[src/rtl/idm_arbiter.sv]
// Shares the single-ported unified instruction/data memory between fetch and load/store.
// Data wins ties, but a saturating streak counter hands the port to a waiting fetch.
module idm_arbiter #(
  parameter int ADDR_W       = 32,
  parameter int DATA_W       = 32,
  parameter int MAX_D_STREAK = 4
) (
  input  logic              clk,
  input  logic              rst,
  input  logic              i_req,
  input  logic [ADDR_W-1:0] i_addr,
  output logic [DATA_W-1:0] i_rdata,
  output logic              i_ack,
  output logic              i_err,
  input  logic              d_req,
  input  logic              d_we,
  input  logic [ADDR_W-1:0] d_addr,
  input  logic [2:0]        d_func,
  input  logic [DATA_W-1:0] d_wdata,
  output logic [DATA_W-1:0] d_rdata,
  output logic              d_ack,
  output logic              d_err,
  output logic              mem_read,
  output logic              mem_write,
  output logic [ADDR_W-1:0] mem_addr,
  output logic [2:0]        mem_func,
  output logic [DATA_W-1:0] mem_wdata,
  input  logic [DATA_W-1:0] mem_rdata
);
  localparam int SW = $clog2(MAX_D_STREAK + 1);
  localparam logic [SW-1:0] STREAK_MAX = SW'(MAX_D_STREAK);
  localparam logic [2:0] FUNC_WORD = 3'b010;

  typedef enum logic {IDLE = 1'b0, ACCESS = 1'b1} state_t;

  state_t            state_q, state_d;
  logic              owner_is_d_q, owner_is_d_d;
  logic [SW-1:0]     streak_q, streak_d;
  logic              mem_read_q, mem_read_d;
  logic              mem_write_q, mem_write_d;
  logic [ADDR_W-1:0] mem_addr_q, mem_addr_d;
  logic [2:0]        mem_func_q, mem_func_d;
  logic [DATA_W-1:0] mem_wdata_q, mem_wdata_d;
  logic              i_ack_q, i_ack_d, i_err_q, i_err_d;
  logic              d_ack_q, d_ack_d, d_err_q, d_err_d;
  logic [DATA_W-1:0] i_rdata_q, i_rdata_d, d_rdata_q, d_rdata_d;

  logic i_mask, d_mask, i_valid, d_valid, grant_i, grant_d;
  logic i_misaligned, d_misaligned;

  always_comb begin
    // A requester is invisible while its own access is on the port and during its ack.
    i_mask  = ((state_q == ACCESS) && !owner_is_d_q) || i_ack_q;
    d_mask  = ((state_q == ACCESS) && owner_is_d_q) || d_ack_q;
    i_valid = i_req && !i_mask;
    d_valid = d_req && !d_mask;
    grant_d = d_valid && !(i_valid && (streak_q == STREAK_MAX));
    grant_i = i_valid && !grant_d;

    i_misaligned = (i_addr[1:0] != 2'b00);
    case (d_func)
      3'b001, 3'b101: d_misaligned = d_addr[0];
      3'b010:         d_misaligned = (d_addr[1:0] != 2'b00);
      default:        d_misaligned = 1'b0;
    endcase

    state_d      = IDLE;
    owner_is_d_d = owner_is_d_q;
    mem_read_d   = 1'b0;
    mem_write_d  = 1'b0;
    mem_addr_d   = '0;
    mem_func_d   = '0;
    mem_wdata_d  = '0;
    i_ack_d      = 1'b0;
    i_err_d      = 1'b0;
    d_ack_d      = 1'b0;
    d_err_d      = 1'b0;
    i_rdata_d    = i_rdata_q;
    d_rdata_d    = d_rdata_q;

    if (state_q == ACCESS) begin
      if (owner_is_d_q) begin
        d_ack_d = 1'b1;
        if (!mem_write_q) d_rdata_d = mem_rdata;
      end else begin
        i_ack_d   = 1'b1;
        i_rdata_d = mem_rdata;
      end
    end

    if (grant_d) begin
      if (d_misaligned) begin
        d_ack_d = 1'b1;
        d_err_d = 1'b1;
      end else begin
        state_d      = ACCESS;
        owner_is_d_d = 1'b1;
        mem_read_d   = !d_we;
        mem_write_d  = d_we;
        mem_addr_d   = d_addr;
        mem_func_d   = d_func;
        mem_wdata_d  = d_wdata;
      end
    end else if (grant_i) begin
      if (i_misaligned) begin
        i_ack_d = 1'b1;
        i_err_d = 1'b1;
      end else begin
        state_d      = ACCESS;
        owner_is_d_d = 1'b0;
        mem_read_d   = 1'b1;
        mem_addr_d   = i_addr;
        mem_func_d   = FUNC_WORD;
      end
    end

    // Streak counts data grants that happen while fetch is asking for the port.
    if (!i_req || grant_i) streak_d = '0;
    else if (grant_d && (streak_q != STREAK_MAX)) streak_d = streak_q + 1'b1;
    else streak_d = streak_q;
  end

  always_ff @(posedge clk or posedge rst) begin
    if (rst) begin
      state_q      <= IDLE;
      owner_is_d_q <= 1'b0;
      streak_q     <= '0;
      mem_read_q   <= 1'b0;
      mem_write_q  <= 1'b0;
      mem_addr_q   <= '0;
      mem_func_q   <= '0;
      mem_wdata_q  <= '0;
      i_ack_q      <= 1'b0;
      i_err_q      <= 1'b0;
      d_ack_q      <= 1'b0;
      d_err_q      <= 1'b0;
      i_rdata_q    <= '0;
      d_rdata_q    <= '0;
    end else begin
      state_q      <= state_d;
      owner_is_d_q <= owner_is_d_d;
      streak_q     <= streak_d;
      mem_read_q   <= mem_read_d;
      mem_write_q  <= mem_write_d;
      mem_addr_q   <= mem_addr_d;
      mem_func_q   <= mem_func_d;
      mem_wdata_q  <= mem_wdata_d;
      i_ack_q      <= i_ack_d;
      i_err_q      <= i_err_d;
      d_ack_q      <= d_ack_d;
      d_err_q      <= d_err_d;
      i_rdata_q    <= i_rdata_d;
      d_rdata_q    <= d_rdata_d;
    end
  end

  assign mem_read  = mem_read_q;
  assign mem_write = mem_write_q;
  assign mem_addr  = mem_addr_q;
  assign mem_func  = mem_func_q;
  assign mem_wdata = mem_wdata_q;
  assign i_ack     = i_ack_q;
  assign i_err     = i_err_q;
  assign i_rdata   = i_rdata_q;
  assign d_ack     = d_ack_q;
  assign d_err     = d_err_q;
  assign d_rdata   = d_rdata_q;
endmodule
[config.mk]
export PLATFORM = sky130hd
export DESIGN_NAME = idm_arbiter
export DESIGN_NICKNAME = d
export VERILOG_FILES = /design/src/rtl/idm_arbiter.sv
export SDC_FILE = /design/constraint.sdc
export NUM_CORES = 1
export LEC_CHECK = 0
export BUFFER_PORTS_ARGS = -buffer_cell sky130_fd_sc_hd__clkbuf_2
export CAP_MARGIN = 20
export CORE_UTILIZATION = 42
export CTS_BUF_LIST = sky130_fd_sc_hd__clkbuf_4
export DETAILED_ROUTE_END_ITERATION = 8
export GPL_TIMING_DRIVEN = 0
export PLACE_DENSITY = 0.78
export SYNTH_ARGS = -nofsm -noshare
export SYNTH_HDL_FRONTEND = slang
export SYNTH_SLANG_ARGS = --single-unit
[constraint.sdc]
create_clock -name clk -period 4.4 [get_ports clk]
set_clock_uncertainty 0.2 [all_clocks]
set_input_delay 0.22 -clock clk [delete_from_list [all_inputs] [get_ports clk]]
set_output_delay 0.22 -clock clk [all_outputs]
set_load 0.02 [all_outputs]
==> qor.yml, run 1 <==
grt_pass1_vias: 4831
grt_start_max_net_pins: 94
drcViolationCount: 0
path_clk_slew_ps: 110
final_area_um2: 8500
yosys_warnings: 0
relSlewSlack_pct: 59.9
required_ps: 4620
post_cts_buffers: 0
critPathMaxFanout: 10
synth_top_family_by_area: "multiplexers"
setup_viol: 0
yosysUniqueCellTypes: 35
period_share_pct: 64.0
io_pins: 273
io_buffers: 272
h-tree-depth: 4
syn_area_um2: 5250
rows: 40
switching_power_mw: 1.78
holdWs_ps: 74.0
crit_chain: "inv_1 > ha_1 > nand2_1 > nand4b_1 > and3_1 > clkbuf_1 > buf_2 > a22o_2 > dlygate4sd3_1"
min_period_ps: 2820
drt-total-wl_um: 15400
p_per_area_nw_per_um2: 567
cap_violations: 0
core_area_um2: 12100
p_int_mw: 3.04
cts_tree: "yes"
crit_type: "reg2reg"
maxSlewViolCount: 0
wl_per_cell_um: 16.4
final_nets: 898
grt.overflow.total: 0
synth_nets: 471
arrival_ps: 3030
ir_drop_mv: 0.314
ys_ff_latch: 142
synth_xor_area_share_pct: 0.167
start_kind: "register"
numCtsBuffers: 17
grt_pass1_wl_um: 24000
synthAdderAreaFrac_pct: 0.477
ant_nets: 0
layout-drive-gt1-share_pct: 53.8
crit_path_top_delay_cell: "dlygate4sd3_1"
vias_per_cell: 4.69
synthCells: 333
power.leakage_nw: 4.49
p_comb_share_pct: 41.8
cts-root-buf: "clkbuf_4"
p_clk_share_pct: 17.7
synthSimpleGateAreaFrac_pct: 7.93
placed_area_um2: 6860
hold_viol: 0
synth_area_per_cell_um2: 15.8
dieHeight_um: 114
drt-initial-drc-count: 176
clockBufferDepth: 2
initial_core_util_pct: 43.4
cp_slowest_stage_delay_ps: 570
area_growth_pct: 61.8
die_w_um: 114
status: "finished, final reports clean"
globalplace.congestion: 0.793
endpoint_kind: "register"
worst_hold_path_type: "in2async"
vias: 4411
cts_num_sinks: 142
hpwl_um: 9270
hold_buffers: 135
switching_share_pct: 36.9
synthMuxAreaShare_pct: 14.3
post_cts_resized: 0
synth_compound_area_share_pct: 6.53
fmax_ghz: 0.355
first_pass_iters: 4
grt.total_usage_pct: 24.7
rsz0062_at_grt: "false"
clk_latency_ps: 520
worstMarginPinSlew_ps: 601
antenna_found_initial: 0
crit_family: "buffers and inverters"
p_seq_share_pct: 40.5
die_area_um2: 13000
ys_seq_area_share_pct: 67.7
path_buf_inv: 4
num_antenna_cells: 0
## routing by layer
| metal | part of all wire [%] | wire length (um) | GRT usage, % | vias up |
|---|---|---|---|---|
| li1 | - | - | - | 2013 |
| met1 | 36 | 5630 | 26.3 | 2142 |
| met2 | 54 | 8280 | 45.0 | 212 |
| met3 | 6.5 | 1010 | 6.80 | 44 |
| met4 | 3.4 | 517 | 12.5 | 0 |
| met5 | 0 | 0 | 0 | - |
## cell type report
type,count,area (um2)
fillers,796,3620
flip-flops and latches,142,3550
repair buffers,408,2740
multi-input cells,167,1540
well taps,168,210
clock inverters,13,146
clock buffers,19,143
plain buffers,19,135
inverters,5,23.8
## logic make-up after synthesis
logic type	Yosys count
multiplexers	67
XOR/XNOR	1
AND/OR/NAND/NOR	60
AO/OA/AOI/OAI	37
adder cells (fa/ha/maj)	2
buffers and inverters	24
flip-flops	142
## worst min-delay path, cell delays in order
cell and delay [ps]:
dlygate4sd3_1 550, clkbuf_2 140, inv_6 330
## worst paths after layout
check / cells after the start / start / slack [ps] / to
setup / recovery: 9 / streak_q[0] / 1580 / mem_addr[14]
hold / removal: 3 / rst / 70 / mem_addr[9]
setup reg to reg: 9 / streak_q[0] / 1580 / mem_addr[14]
hold reg to reg: 1 / i_rdata[23] / 320 / i_rdata[23]
max in group asynchronous: 4 / rst / 3150 / i_rdata[23]
min in group clk: 3 / d_wdata[28] / 240 / mem_wdata[28]
## sequential cells by signal (all words and copies together), names as in the netlist
signal and flops:
d_rdata 32, i_rdata 32, mem_addr 32, mem_wdata 32, mem_func 3, streak_q 3, d_ack 1, d_err 1
i_ack 1, i_err 1, mem_read 1, mem_write 1, owner_is_d_q 1, state_q 1
## power groups by stage
stage	sequential (mW)	combinational (mW)	clock [mW]
floorplan	2.48	0.658	0
global placement	1.94	1.81	0
detailed placement	1.97	1.85	0
CTS	1.94	2.00	0.876
global route	2.00	2.14	0.931
finish	1.95	2.01	0.850
## Yosys cell counts, drive strengths merged
master | n | area share (%)
dfrtp | 142 | 68
mux2 | 64 | 14
and2 | 39 | 4.7
a22o | 30 | 5.6
buf | 16 | 2.4
inv | 5 | 0.36
clkbuf | 3 | 0.21
mux2i | 3 | 0.57
nor3 | 3 | 0.60
or2 | 3 | 0.36
a21o | 2 | 0.29
and4bb | 2 | 0.55
ha | 2 | 0.48
nand2 | 2 | 0.14
nor2 | 2 | 0.14
nor2b | 2 | 0.24
o21ai | 2 | 0.19
and3 | 1 | 0.12
and3b | 1 | 0.17
nand2b | 1 | 0.12
nand3b | 1 | 0.14
nand4b | 1 | 0.17
nor3b | 1 | 0.36
nor4b | 1 | 0.17
o21a | 1 | 0.14
o21bai | 1 | 0.14
o31ai | 1 | 0.14
xnor2 | 1 | 0.17
## per-stage QoR
| stage | utilization (%) | total power [mW] | cells | setup TNS [ps] | setup WS, ps |
|---|---|---|---|---|---|
| after floorplan | - | 3.14 | 333 | 0 | 170 |
| after global placement | 56.3 | 3.75 | 773 | -152840 | -1080 |
| after CTS | 70.1 | 4.82 | 941 | 0 | 1550 |
| after detailed placement | 56.6 | 3.82 | 774 | 0 | 2120 |
| after global routing | 70.1 | 5.07 | 941 | 0 | 1420 |
| final | 70.1 | 4.81 | 941 | 0 | 1580 |
## cells in the final DEF (no fill, tap or decap), drive strengths merged, types with 2 or more instances in the layout
cell type / instances
clkbuf: 294
dfrtp: 142
dlygate4sd3: 135
mux2: 64
and2: 39
a22o: 30
buf: 17
clkinv: 7
inv: 6
or2: 3
mux2i: 3
bufinv: 3
nor3: 3
nand2: 2
nor2b: 2
nor2: 2
a21o: 2
o21ai: 2
ha: 2
clkinvlp: 2
and4bb: 2
Note: power is estimated with default switching activity, not from simulation.
==> run 2: changes to the inputs <==
==> constraint.sdc (replaced) <==
create_clock -name clk -period 2.44 [get_ports clk]
set_clock_uncertainty 0.2 [all_clocks]
set_input_delay 0.122 -clock clk [delete_from_list [all_inputs] [get_ports clk]]
set_output_delay 0.122 -clock clk [all_outputs]
set_load 0.02 [all_outputs]
==> qor.yml, run 2 (same netlist as run 1, synthesis figures left out) <==
path_buf_inv: 3
drt-total-wl_um: 16500
rsz0062_at_grt: "false"
rrSetupSlack_ps: 120
area_growth_pct: 62.2
numCtsBuffers: 17
grt.overflow.total: 0
worstHoldStart: "d_wdata[12]"
clk_latency_ps: 510
antenna_found_initial: 0
min_period_ps: 2320
cts-root-buf: "clkbuf_4"
setup_viol: 0
cts_tree: "yes"
initial_core_util_pct: 43.4
die_area_um2: 13000
grt_start_max_net_pins: 47
layout-drive-gt1-share_pct: 53.5
endpoint_kind: "register"
rows: 40
whs_endpoint: "mem_wdata[12]"
crit_path_top_delay_cell: "dfrtp_1"
final_nets: 902
power.leakage_nw: 4.44
grt_pass1_vias: 5010
path_clk_slew_ps: 110
maxSlewViolCount: 0
num_antenna_cells: 0
r2r_start: "streak_q[0]"
h-tree-depth: 4
grt.total_usage_pct: 26.7
cts_num_sinks: 142
reg2reg_depth: 8
wl_per_cell_um: 17.5
hold_viol: 0
p_per_area_nw_per_um2: 995
holdWs_ps: 160
critPathMaxFanout: 10
fmax_ghz: 0.430
layout_commonest_cell: "clkbuf_2"
dieHeight_um: 114
post_cts_resized: 0
arrival_ps: 2520
core_area_um2: 12100
globalplace.congestion: 0.784
placed_area_um2: 6890
hpwl_um: 9780
final_area_um2: 8520
required_ps: 2630
status: "finished, final reports clean"
worst_hold_path_type: "in2reg"
clockBufferDepth: 2
crit_type: "reg2reg"
vias_per_cell: 4.78
worstReg2RegEnd: "mem_addr[25]"
ant_nets: 0
die_w_um: 114
layout_common_cells: "272 x clkbuf_2, 142 x dfrtp_1, 137 x dlygate4sd3_1"
final_util_pct: 70.3
cap_violations: 0
power_mw: 8.48
vias: 4514
first_pass_iters: 4
start_kind: "register"
worstMarginPinSlew_ps: 561
drt-initial-drc-count: 163
crit_family: "simple AND/OR/NAND/NOR gates"
cp_slowest_stage_delay_ps: 410
grt_pass1_wl_um: 25800
drcViolationCount: 0
cp-startpoint: "streak_q[0]"
io_pins: 273
period_share_pct: 95.3
holdPathStages: 3
crit_chain: "inv_1 > ha_1 > nand2_1 > nand4b_1 > and3_1 > clkbuf_1 > buf_2 > a22o_2"
ir_drop_mv: 0.397
io_buffers: 272
relSlewSlack_pct: 62.6
[run 2: metal layers]
metal / track usage [%] / share of wire (%) / wire length [um] / vias to the layer above
met1: 28.6 / 37 / 6050 / 2212
met2: 47.6 / 52 / 8640 / 228
li1: - / - / - / 2027
met3: 7.23 / 7.0 / 1160 / 47
met5: 0 / 0 / 0 / -
met4: 14.9 / 4.2 / 690 / 0
[run 2: worst max-delay path by stage]
stage	endpoint	slack, ps	cells after the start
after global routing	mem_addr[25]	1	8
after CTS	mem_addr[25]	110	8
after global placement	mem_addr[31]	-360	2
final	mem_addr[25]	120	8
after floorplan	d_ack	340	1
after detailed placement	mem_addr[25]	140	8
[run 2: worst reg2reg max path: stages, from the launching register on]
cell and delay, ps:
dfrtp_1 410, inv_1 60, ha_1 180, nand2_1 100, nand4b_1 280, and3_1 250
clkbuf_1 210, buf_2 270, a22o_2 260
[run 2: timing repair]
action	in CTS	in global routing
setup buffers	0	0
hold buffers	137	0
hold endpoints to repair	282	0
[run 2: layout make-up]
| type | count | area (um2) |
|---|---|---|
| buffer | 19 | 135 |
| clock buffer | 18 | 135 |
| clock inverter | 14 | 125 |
| fill | 842 | 3590 |
| inverter | 5 | 22.5 |
| multi-input combinational | 167 | 1540 |
| sequential | 142 | 3550 |
| tap | 168 | 210 |
| timing repair buffer | 412 | 2790 |
[run 2: per-stage QoR]
| stage | setup TNS (ps) | cells | setup slack (ps) |
|---|---|---|---|
| floorplan | 0 | 333 | 341 |
| finish | 0 | 945 | 115 |
| CTS | 0 | 945 | 108 |
| global placement | -50940 | 773 | -365 |
| global route | 0 | 945 | 1.19 |
| detailed placement | 0 | 776 | 145 |
[run 2: power by group]
part	internal (mW)	total (mW)	switching, mW	leakage (nW)
clock network	0.601	1.41	0.809	0.146
logic	1.55	3.57	2.02	2.49
registers	3.13	3.50	0.373	1.80
==> run 3: changes to the inputs <==
--- a/config.mk
+++ b/config.mk
@@ -5,13 +5,14 @@
 export SDC_FILE = /design/constraint.sdc
 export NUM_CORES = 1
 export LEC_CHECK = 0
+export ABC_AREA = 1
 export BUFFER_PORTS_ARGS = -buffer_cell sky130_fd_sc_hd__clkbuf_2
 export CAP_MARGIN = 20
-export CORE_UTILIZATION = 42
+export CORE_UTILIZATION = 44
 export CTS_BUF_LIST = sky130_fd_sc_hd__clkbuf_4
 export DETAILED_ROUTE_END_ITERATION = 8
 export GPL_TIMING_DRIVEN = 0
-export PLACE_DENSITY = 0.78
+export PLACE_DENSITY = 0.79
 export SYNTH_ARGS = -nofsm -noshare
 export SYNTH_HDL_FRONTEND = slang
 export SYNTH_SLANG_ARGS = --single-unit
==> qor.yml, run 3 <==
status: "finished, final reports clean"
vias: 6005
placed_area_um2: 7600
hold_viol: 0
initial_core_util_pct: 45.0
tns_ps: 0
yosysTopAreaCell: "dfrtp_1"
synthTopCellsByArea: "dfrtp_1 60%, nand2_1 9.1%, o21ai_2 7.3%"
fin_ws_ps: 33.1
relSlewSlack_pct: 40.3
globalplace.congestion: 0.801
dieHeight_um: 118
register_area_um2: 3550
multi_input_area_um2: 1920
grt.overflow.total: 0
pre_cts_ws_ps: 629
ys.flop_type: "dfrtp_1"
first_pass_iters: 7
core_area_um2: 13200
clockBufferDepth: 2
fillerInstances: 898
antenna_found_initial: 2
p_seq_share_pct: 38.3
die_area_um2: 14000
cts-root-buf: "clkbuf_4"
final_area_um2: 9280
yosysMostFrequentCell: "nand2_1"
h-tree-depth: 4
arrival_ps: 2700
p_per_area_nw_per_um2: 1000
required_ps: 2730
io_buffers: 272
rows: 42
final_util_pct: 70.0
hpwl_um: 11900
p_clk_share_pct: 15.6
cts_tree: "yes"
switching_power_mw: 4.09
r2r_start: "streak_q[0]"
drcViolationCount: 0
ir_drop_mv: 0.503
p_comb_share_pct: 46.2
rsz0062_at_grt: "false"
cp-startpoint: "i_addr[1]"
ys_seq_area_share_pct: 59.6
async_flop_share_pct: 100
worst_hold_path_type: "in2async"
switching_share_pct: 44.1
yosysUniqueCellTypes: 24
endpoint_kind: "register"
layout_common_cells: "273 x clkbuf_2, 143 x nand2_1, 142 x dfrtp_1"
synth_area_per_cell_um2: 9.92
ant_nets: 0
cap_violations: 0
yosys_warnings: 0
final_nets: 1172
start_kind: "input pin"
drt-initial-drc-count: 289
worstMarginPinSlew_ps: 894
numCtsBuffers: 17
io_pins: 273
min_period_ps: 2410
maxSlewViolCount: 0
synth_nets: 739
fmax_ghz: 0.415
grt_pass1_vias: 6380
synth_enable_flop_cells: 0
grt.total_usage_pct: 28.6
synth_common_cells: "144 x nand2_1, 142 x dfrtp_1, 50 x inv_1, 50 x o21ai_2, 47 x o21ai_0"
grt_pass1_wl_um: 30900
crit_type: "in2reg"
layout-drive-gt1-share_pct: 38.9
layout_commonest_cell: "clkbuf_2"
clk_latency_ps: 560
critPathMaxFanout: 10
holdWs_ps: 68.9
area_growth_pct: 55.6
synthCells: 601
drt-total-wl_um: 19200
path_clk_slew_ps: 150
synth_top_area_share_pct: 59.6
grt_start_max_net_pins: 41
wl_per_cell_um: 15.7
power.leakage_nw: 5.11
period_share_pct: 98.6
die_w_um: 118
ys_ff_latch: 142
p_int_mw: 5.18
syn_area_um2: 5960
cts_num_sinks: 142
vias_per_cell: 4.90
setup_viol: 0
==> run 3: cell count changes in the layout (fill, tap and decap cells not counted), sizes merged, moves of 4 or more <==
cell	change
a22o	-30
nand4	+4
and2	-39
nand3	+38
inv	+60
o21ai	+95
nor2	+44
clkinv	-8
nand3b	+29
mux2	-64
buf	+17
nand2	+146
==> run 3: power groups by stage <==
stage	registers, mW	clock network [mW]	logic (mW)
2_1_floorplan	4.51	0	1.59
5_1_grt	3.63	1.59	4.62
4_1_cts	3.53	1.47	4.23
3_3_place_gp	3.54	0	3.85
3_5_place_dp	3.57	0	3.93
6_report	3.55	1.45	4.28
==> run 3: stage by stage <==
step / power, mW / cells
floorplan: 6.10 / 601
CTS: 9.23 / 1222
detailed placement: 7.50 / 1052
global route: 9.84 / 1225
finish: 9.27 / 1225
global placement: 7.39 / 1049
==> run 3: cell type report <==
class / instances / area share (%)
antenna: 2 / 0.0540
buffer: 39 / 3.22
clock buffer: 17 / 1.38
clock inverter: 15 / 1.48
inverter: 54 / 2.23
multi-input combinational: 366 / 20.7
sequential: 142 / 38.3
tap: 176 / 2.37
timing repair buffer: 414 / 30.3
==> run 3: logic make-up (layout without fill, tap and decap cells) <==
family	Yosys count	after routing	share of synthesized area, %
flip-flops	142	142	59.6
AND/OR/NAND/NOR	267	267	20.3
other	0	2	0
buffers and inverters	93	539	8.31
AO/OA/AOI/OAI	97	97	11.3
adder cells (fa/ha/maj)	2	2	0.420
==> run 3: worst max-delay path, cell delays in order <==
cell and delay (ps):
dlygate4sd3_1 530, clkbuf_2 110, nor2_2 190, dlygate4sd3_1 600
clkbuf_4 210, nand2_1 80, nand3b_1 190, o21ai_2 80
dlygate4sd3_1 570
==> run 3: per-layer routing <==
layer  vias up  share of wire, %  global-route usage (%)
met1      2818                37                    30.4
met5         -                 0                       0
met4         0               3.7                    14.5
met3        66               7.4                    8.11
met2       324                52                    51.7
li1       2797                 -                       -
==> run 3: final timing paths <==
| kind | cells past startpoint | end | slack [ps] |
|---|---|---|---|
| setup / recovery | 9 | mem_addr[27] | 30 |
| hold / removal | 3 | mem_addr[4] | 70 |
| setup reg to reg | 10 | mem_addr[22] | 90 |
| hold reg to reg | 2 | d_rdata[7] | 300 |
| max in group asynchronous | 5 | mem_wdata[12] | 1040 |
| min in group clk | 4 | mem_wdata[21] | 100 |
==> run 3: timing repair <==
action | 4_1_cts | 5_1_grt
hold endpoints to repair | 238 | 1
hold buffers | 138 | 1
setup buffers | 0 | 1
endpoints found under the setup margin | 0 | 17
resized for setup | 0 | 4
